**config.mk**
```make
export PLATFORM = sky130hd
export DESIGN_NAME = dkong_obj_dma
export DESIGN_NICKNAME = d
export VERILOG_FILES = /design/src/rtl/dkong_dma_pkg.sv /design/src/rtl/dkong_obj_dma.sv
export SDC_FILE = /design/constraint.sdc
export NUM_CORES = 1
export LEC_CHECK = 0
export CORE_UTILIZATION = 46
export CTS_BUF_LIST = sky130_fd_sc_hd__clkbuf_16
export CTS_CLUSTER_SIZE = 20
export DETAILED_ROUTE_END_ITERATION = 10
export GPL_ROUTABILITY_DRIVEN = 0
export HOLD_SLACK_MARGIN = 0.12
export PLACE_DENSITY = 0.75
export SLEW_MARGIN = 0
export SYNTH_ARGS = -nofsm -noshare
export SYNTH_HDL_FRONTEND = slang
export SYNTH_SLANG_ARGS = --single-unit
```
**constraint.sdc**
```tcl
create_clock -name I_CLK -period 3.4 [get_ports I_CLK]
set_clock_uncertainty 0.05 [all_clocks]
set_input_delay 0.68 -clock I_CLK [delete_from_list [all_inputs] [get_ports I_CLK]]
set_output_delay 0.68 -clock I_CLK [all_outputs]
set_load 0.01 [all_outputs]
```
**src/rtl/dkong_dma_pkg.sv**
```systemverilog
// Shared state encoding, default sizes and checksum helper for the
// Donkey Kong object-RAM DMA initiator.
package dkong_dma_pkg;

  localparam int DEF_SRC_AW = 10;
  localparam int DEF_DST_AW = 9;
  localparam int DEF_LEN_W  = 9;
  localparam int OBJ_LEN    = 384;

  typedef enum logic [2:0] {
    S_IDLE  = 3'd0,
    S_REQ   = 3'd1,
    S_XFER  = 3'd2,
    S_DRAIN = 3'd3,
    S_DONE  = 3'd4
  } dma_state_e;

  function automatic logic [7:0] csum_next(input logic [7:0] csum, input logic [7:0] data);
    return csum ^ data;
  endfunction

endpackage

```
**src/rtl/dkong_obj_dma.sv**
```systemverilog
// Object-RAM DMA initiator: copies a work-RAM block into the object buffer.
// Define DKONG_DMA_CHECKSUM_EN to get an XOR checksum of written bytes on O_CSUM.
module dkong_obj_dma
  import dkong_dma_pkg::*;
#(
  parameter int SRC_AW = DEF_SRC_AW,
  parameter int DST_AW = DEF_DST_AW,
  parameter int LEN_W  = DEF_LEN_W
) (
  input  logic              I_CLK,
  input  logic              I_RESET,
  input  logic              I_START,
  input  logic [SRC_AW-1:0] I_SRC_BASE,
  input  logic [DST_AW-1:0] I_DST_BASE,
  input  logic [LEN_W-1:0]  I_LEN,
  output logic              O_HOLD,
  input  logic              I_HLDA,
  output logic [SRC_AW-1:0] O_SRC_ADDR,
  output logic              O_SRC_CE,
  input  logic [7:0]        I_SRC_D,
  output logic [DST_AW-1:0] O_DST_ADDR,
  output logic [7:0]        O_DST_D,
  output logic              O_DST_CE,
  output logic              O_DST_WE,
  output logic              O_BUSY,
  output logic              O_DONE,
  output logic [7:0]        O_CSUM
);

  dma_state_e        state_r, state_s;
  logic [SRC_AW-1:0] src_base_r, src_addr_r;
  logic [DST_AW-1:0] dst_base_r, dst_addr_r;
  logic [LEN_W-1:0]  len_r, idx_r, idx_s;
  logic              hold_r, busy_r, done_r, src_ce_r, dst_we_r;
  logic              start_ok_s, last_rd_s;

  assign start_ok_s = (state_r == S_IDLE) && I_START;
  // idx_r is the index being read while in XFER, otherwise the next unread one.
  assign last_rd_s  = (idx_r == (len_r - LEN_W'(1)));

  // Next-state and index sequencing.
  always_comb begin
    state_s = state_r;
    idx_s   = idx_r;
    case (state_r)
      S_IDLE: begin
        if (I_START) begin
          idx_s = '0;
          if (I_LEN != '0) state_s = S_REQ;
          else             state_s = S_DONE;
        end else begin
          state_s = S_IDLE;
        end
      end
      S_REQ: begin
        if (I_HLDA) state_s = S_XFER;
        else        state_s = S_REQ;
      end
      S_XFER: begin
        idx_s = idx_r + LEN_W'(1);
        if (last_rd_s)   state_s = S_DRAIN;
        else if (I_HLDA) state_s = S_XFER;
        else             state_s = S_REQ;
      end
      S_DRAIN: state_s = S_DONE;
      S_DONE:  state_s = S_IDLE;
      default: state_s = S_IDLE;
    endcase
  end

  // State, latched transfer parameters and registered bus-side outputs.
  always_ff @(posedge I_CLK) begin
    if (I_RESET) begin
      state_r    <= S_IDLE;
      idx_r      <= '0;
      len_r      <= '0;
      src_base_r <= '0;
      dst_base_r <= '0;
      hold_r     <= 1'b0;
      busy_r     <= 1'b0;
      done_r     <= 1'b0;
      src_ce_r   <= 1'b0;
      src_addr_r <= '0;
      dst_we_r   <= 1'b0;
      dst_addr_r <= '0;
    end else begin
      state_r <= state_s;
      idx_r   <= idx_s;
      if (start_ok_s) begin
        src_base_r <= I_SRC_BASE;
        dst_base_r <= I_DST_BASE;
        len_r      <= I_LEN;
      end
      hold_r     <= (state_s == S_REQ) || (state_s == S_XFER) || (state_s == S_DRAIN);
      busy_r     <= (state_s != S_IDLE);
      done_r     <= (state_s == S_DONE);
      src_ce_r   <= (state_s == S_XFER);
      src_addr_r <= (state_s == S_XFER) ? (src_base_r + SRC_AW'(idx_s)) : '0;
      // Every issued read is written the following cycle, whatever HLDA does.
      dst_we_r   <= (state_r == S_XFER);
      dst_addr_r <= (state_r == S_XFER) ? (dst_base_r + DST_AW'(idx_r)) : '0;
    end
  end

  assign O_HOLD     = hold_r;
  assign O_BUSY     = busy_r;
  assign O_DONE     = done_r;
  assign O_SRC_CE   = src_ce_r;
  assign O_SRC_ADDR = src_addr_r;
  assign O_DST_CE   = dst_we_r;
  assign O_DST_WE   = dst_we_r;
  assign O_DST_ADDR = dst_addr_r;
  // The source RAM output register feeds the buffer directly so a byte lands one cycle after its read.
  assign O_DST_D    = dst_we_r ? I_SRC_D : 8'h00;

`ifdef DKONG_DMA_CHECKSUM_EN
  logic [7:0] csum_r;

  // Running XOR of written bytes, held from completion until the next start.
  always_ff @(posedge I_CLK) begin
    if (I_RESET) begin
      csum_r <= 8'h00;
    end else if (start_ok_s) begin
      csum_r <= 8'h00;
    end else if (dst_we_r) begin
      csum_r <= csum_next(csum_r, I_SRC_D);
    end else begin
      csum_r <= csum_r;
    end
  end

  assign O_CSUM = csum_r;
`else
  assign O_CSUM = 8'h00;
`endif

endmodule

```
==> results_dict.tcl <==
set metrics [dict create \
    totalWireLength_microns 7627 \
    final_net_count 543 \
    path_common_cell "o21ai_0" \
    crit_type "in -> reg" \
    postCtsSetupBuffers 0 \
    worstMarginPinSlew_ns 0.5128 \
    cp-start-kind "input pin" \
    grt_use_total_pct 21.57 \
    ctsHoldBuffers 0 \
    worst_path_max_delay_cell "clkdlybuf4s50_1" \
    r2r_cells 13 \
    hold_viol 0 \
    whs_path_depth 2 \
    critPathArrivalTime_ns 3.23 \
    synthMostInstantiatedCell "nand2_1" \
    wl_per_cell_microns 13.08 \
    peakVddDrop_mv 0.2275 \
    finalCriticalPeriod_ns 3.064 \
    syn_area_sq_um 3306 \
    seq_area_sq_um 1281 \
    ys_seq_area_share_pct 38.76 \
    port_buffers 72 \
    die_y_microns 86.77 \
    antenna_found_initial 0 \
    worst_slack_ns 0.3359 \
    yosysTopAreaCell "dfxtp_1" \
    multi_input_area_sq_um 1878 \
    grt_pass1_wl_microns 12490 \
    ys_types 50 \
    insertedDiodeCount 0 \
    whs_endpoint "dst_base_r[7]" \
    async_flop_share_pct 0 \
    drive_above_1_share_pct 6.982 \
    hp-class "reg -> reg" \
    clock_latency_ns 0.32 \
    drc 0 \
    endpoint_kind "flop" \
    setup_violations 0 \
    clockBufferDepth 2 \
    place_ws_ns -0.02161 \
    cts_made_buffers 9 \
    p_leak_nw 1.789 \
    clkSinkCount 64 \
    first_iter_violations 176 \
    post-route-util_pct 65.03 \
    io-pin-count 81 \
    grt_max_degree 44 \
    path_clk_slew_ns 0.05 \
    grt_pass1_vias 2801 \
    timing.fmax_mhz 326.4 \
    final-instance-count-excl-fill 583 \
    start_util_pct 48.12 \
    dp_cells 567 \
    ys_ff_latch 64 \
    synth_warnings 0 \
    vias_per_cell 5.154 \
    vias 3005 \
    synth.avg_cell_area_sq_um 8.203 \
    rsz0062_at_grt "false" \
    netlist_instances 403 \
    hp-start "dst_base_r[7]" \
    max_stage_delay_ns 0.53 \
    ys.flop_type "dfxtp_1" \
    ff2ff_setup_slack_ns 0.36 \
    yosys-top-cells-area "dfxtp_1 39%, nand2_1 7.9%, ha_1 7.2%" \
    maxSlewViolCount 0 \
    fp.dieW_microns 86.77 \
    dieArea_sq_um 7529 \
    rows 30 \
    grt_remaining_overflow 0 \
    cp_cell_sequence "clkdlybuf4s50_1, o21ai_0, nand2_1, o21ai_0, ha_1, fa_1, a21o_1, a221o_1, nor4_1, nor3_1, xnor2_1, nor2_1" \
    cp_max_fo 4 \
    fillers 590 \
    dp_hpwl_microns 5627 \
    synth-edff-count 0 \
    cts_tree "done" \
    drtAntennaViolNets 0 \
    core_area_sq_um 6869 \
    synth_top_area_share_pct 38.76 \
    fin_crit_sh_pct 90.12 \
    r2r_end "O_SRC_ADDR[9]" \
    htree_levels 3 \
    timing.rr.start "idx_r[1]" \
    area_delta_synth_final_pct 35.12 \
    cts-resized-gates 0 \
    synth_commonest_cells "70 x nand2_1, 64 x dfxtp_1, 37 x nor2_1" \
    cts_root_buffer "clkbuf_16" \
    worstPathRequired_ns 3.56 \
    dr.pass1.iters 4 \
    p_per_area_nw_per_um2 455.7 \
    status "complete, no violations" \
    slew_headroom_pct 65.27 \
    holdWs_ns 0.4101 \
    drv_cap 0 \
]
## where the power goes
group | internal [W] | total [W] | switching, W
Sequential | 0.000782 | 0.000811 | 0.0000286
Combinational | 0.000135 | 0.000272 | 0.000137
Clock | 0.000634 | 0.000953 | 0.000319
## through the flow
stage	TNS [ns]	area, sq um	total power (W)
2_1_floorplan	0	3332	0.0009917
3_3_place_gp	0	4154	0.001089
3_5_place_dp	-0.02161	4154	0.001096
4_1_cts	0	4467	0.002050
5_1_grt	0	4467	0.002117
6_report	0	4467	0.002036
## layout by cell type, fill, tap and decap left out, drive strengths merged, types with 3 or more instances in the layout
cell type	n
nor3	18
or3	4
o21ai	9
a22o	3
nor2b	7
a21oi	35
clkbuf	9
nor4	6
and3	5
ha	19
nand2	70
xor2	17
nor3b	3
xnor2	13
and2	10
nand3	8
dfxtp	64
inv	14
clkdlybuf4s50	72
buf	14
conb	8
nor2	37
## area by class of cell
cell class                      instances  share of cell area (%)
Multi-Input combinational cell        308                   42.04
Sequential cell                        64                   28.68
Timing Repair Buffer                   86                   18.49
Clock buffer                            9                   5.042
Tap cell                               96                   2.689
Clock inverter                          7                   1.961
Inverter                               13                   1.092
## cell families after synthesis
| logic type | after synthesis | synth area share [%] |
|---|---|---|
| AO/OA/AOI/OAI | 70 | 13.21 |
| flip-flops | 64 | 38.76 |
| adder cells (fa/ha/maj) | 21 | 8.403 |
| other | 1 | 0.1134 |
| buffers and inverters | 38 | 5.413 |
| multiplexers | 1 | 0.3028 |
| AND/OR/NAND/NOR | 178 | 25.85 |
| XOR/XNOR | 30 | 7.948 |
## sequential cells by signal, indices dropped and copies added (netlist names)
register and count:
state_r 3, O_BUSY 1, dst_base_r 9, src_base_r 10, O_HOLD 1, len_r 9
idx_r 9, O_DONE 1, O_SRC_CE 1, O_DST_CE 1, O_DST_ADDR 9, O_SRC_ADDR 10
## metal layers
layer | global-route usage [%] | wire length [microns]
met5 | 0 | 0
met3 | 6.190 | 487
met2 | 37.45 | 3663
met1 | 24.57 | 3344
met4 | 9.697 | 131
## worst max path at each step
| stage | start | end | slack, ns | depth (start not counted) |
|---|---|---|---|---|
| 4_1_cts | I_START | O_SRC_ADDR[8] | 0.33 | 12 |
| 3_3_place_gp | I_START | O_SRC_ADDR[8] | 0.1 | 12 |
| 6_report | I_START | O_SRC_ADDR[8] | 0.34 | 12 |
| 3_5_place_dp | I_START | O_SRC_ADDR[8] | -0.02 | 12 |
| 5_1_grt | I_START | O_SRC_ADDR[8] | 0.04 | 12 |
| 2_1_floorplan | I_START | O_SRC_ADDR[9] | 0.18 | 11 |
## worst max-delay path, delay by kind of cell
kind                     cells  cell delay (ns)
adder cells (fa/ha/maj)      2             0.62
buffers and inverters        1             0.53
AND/OR/NAND/NOR              4             0.46
AO/OA/AOI/OAI                4             0.80
XOR/XNOR                     1             0.13
(Power assumes the default switching activity.)
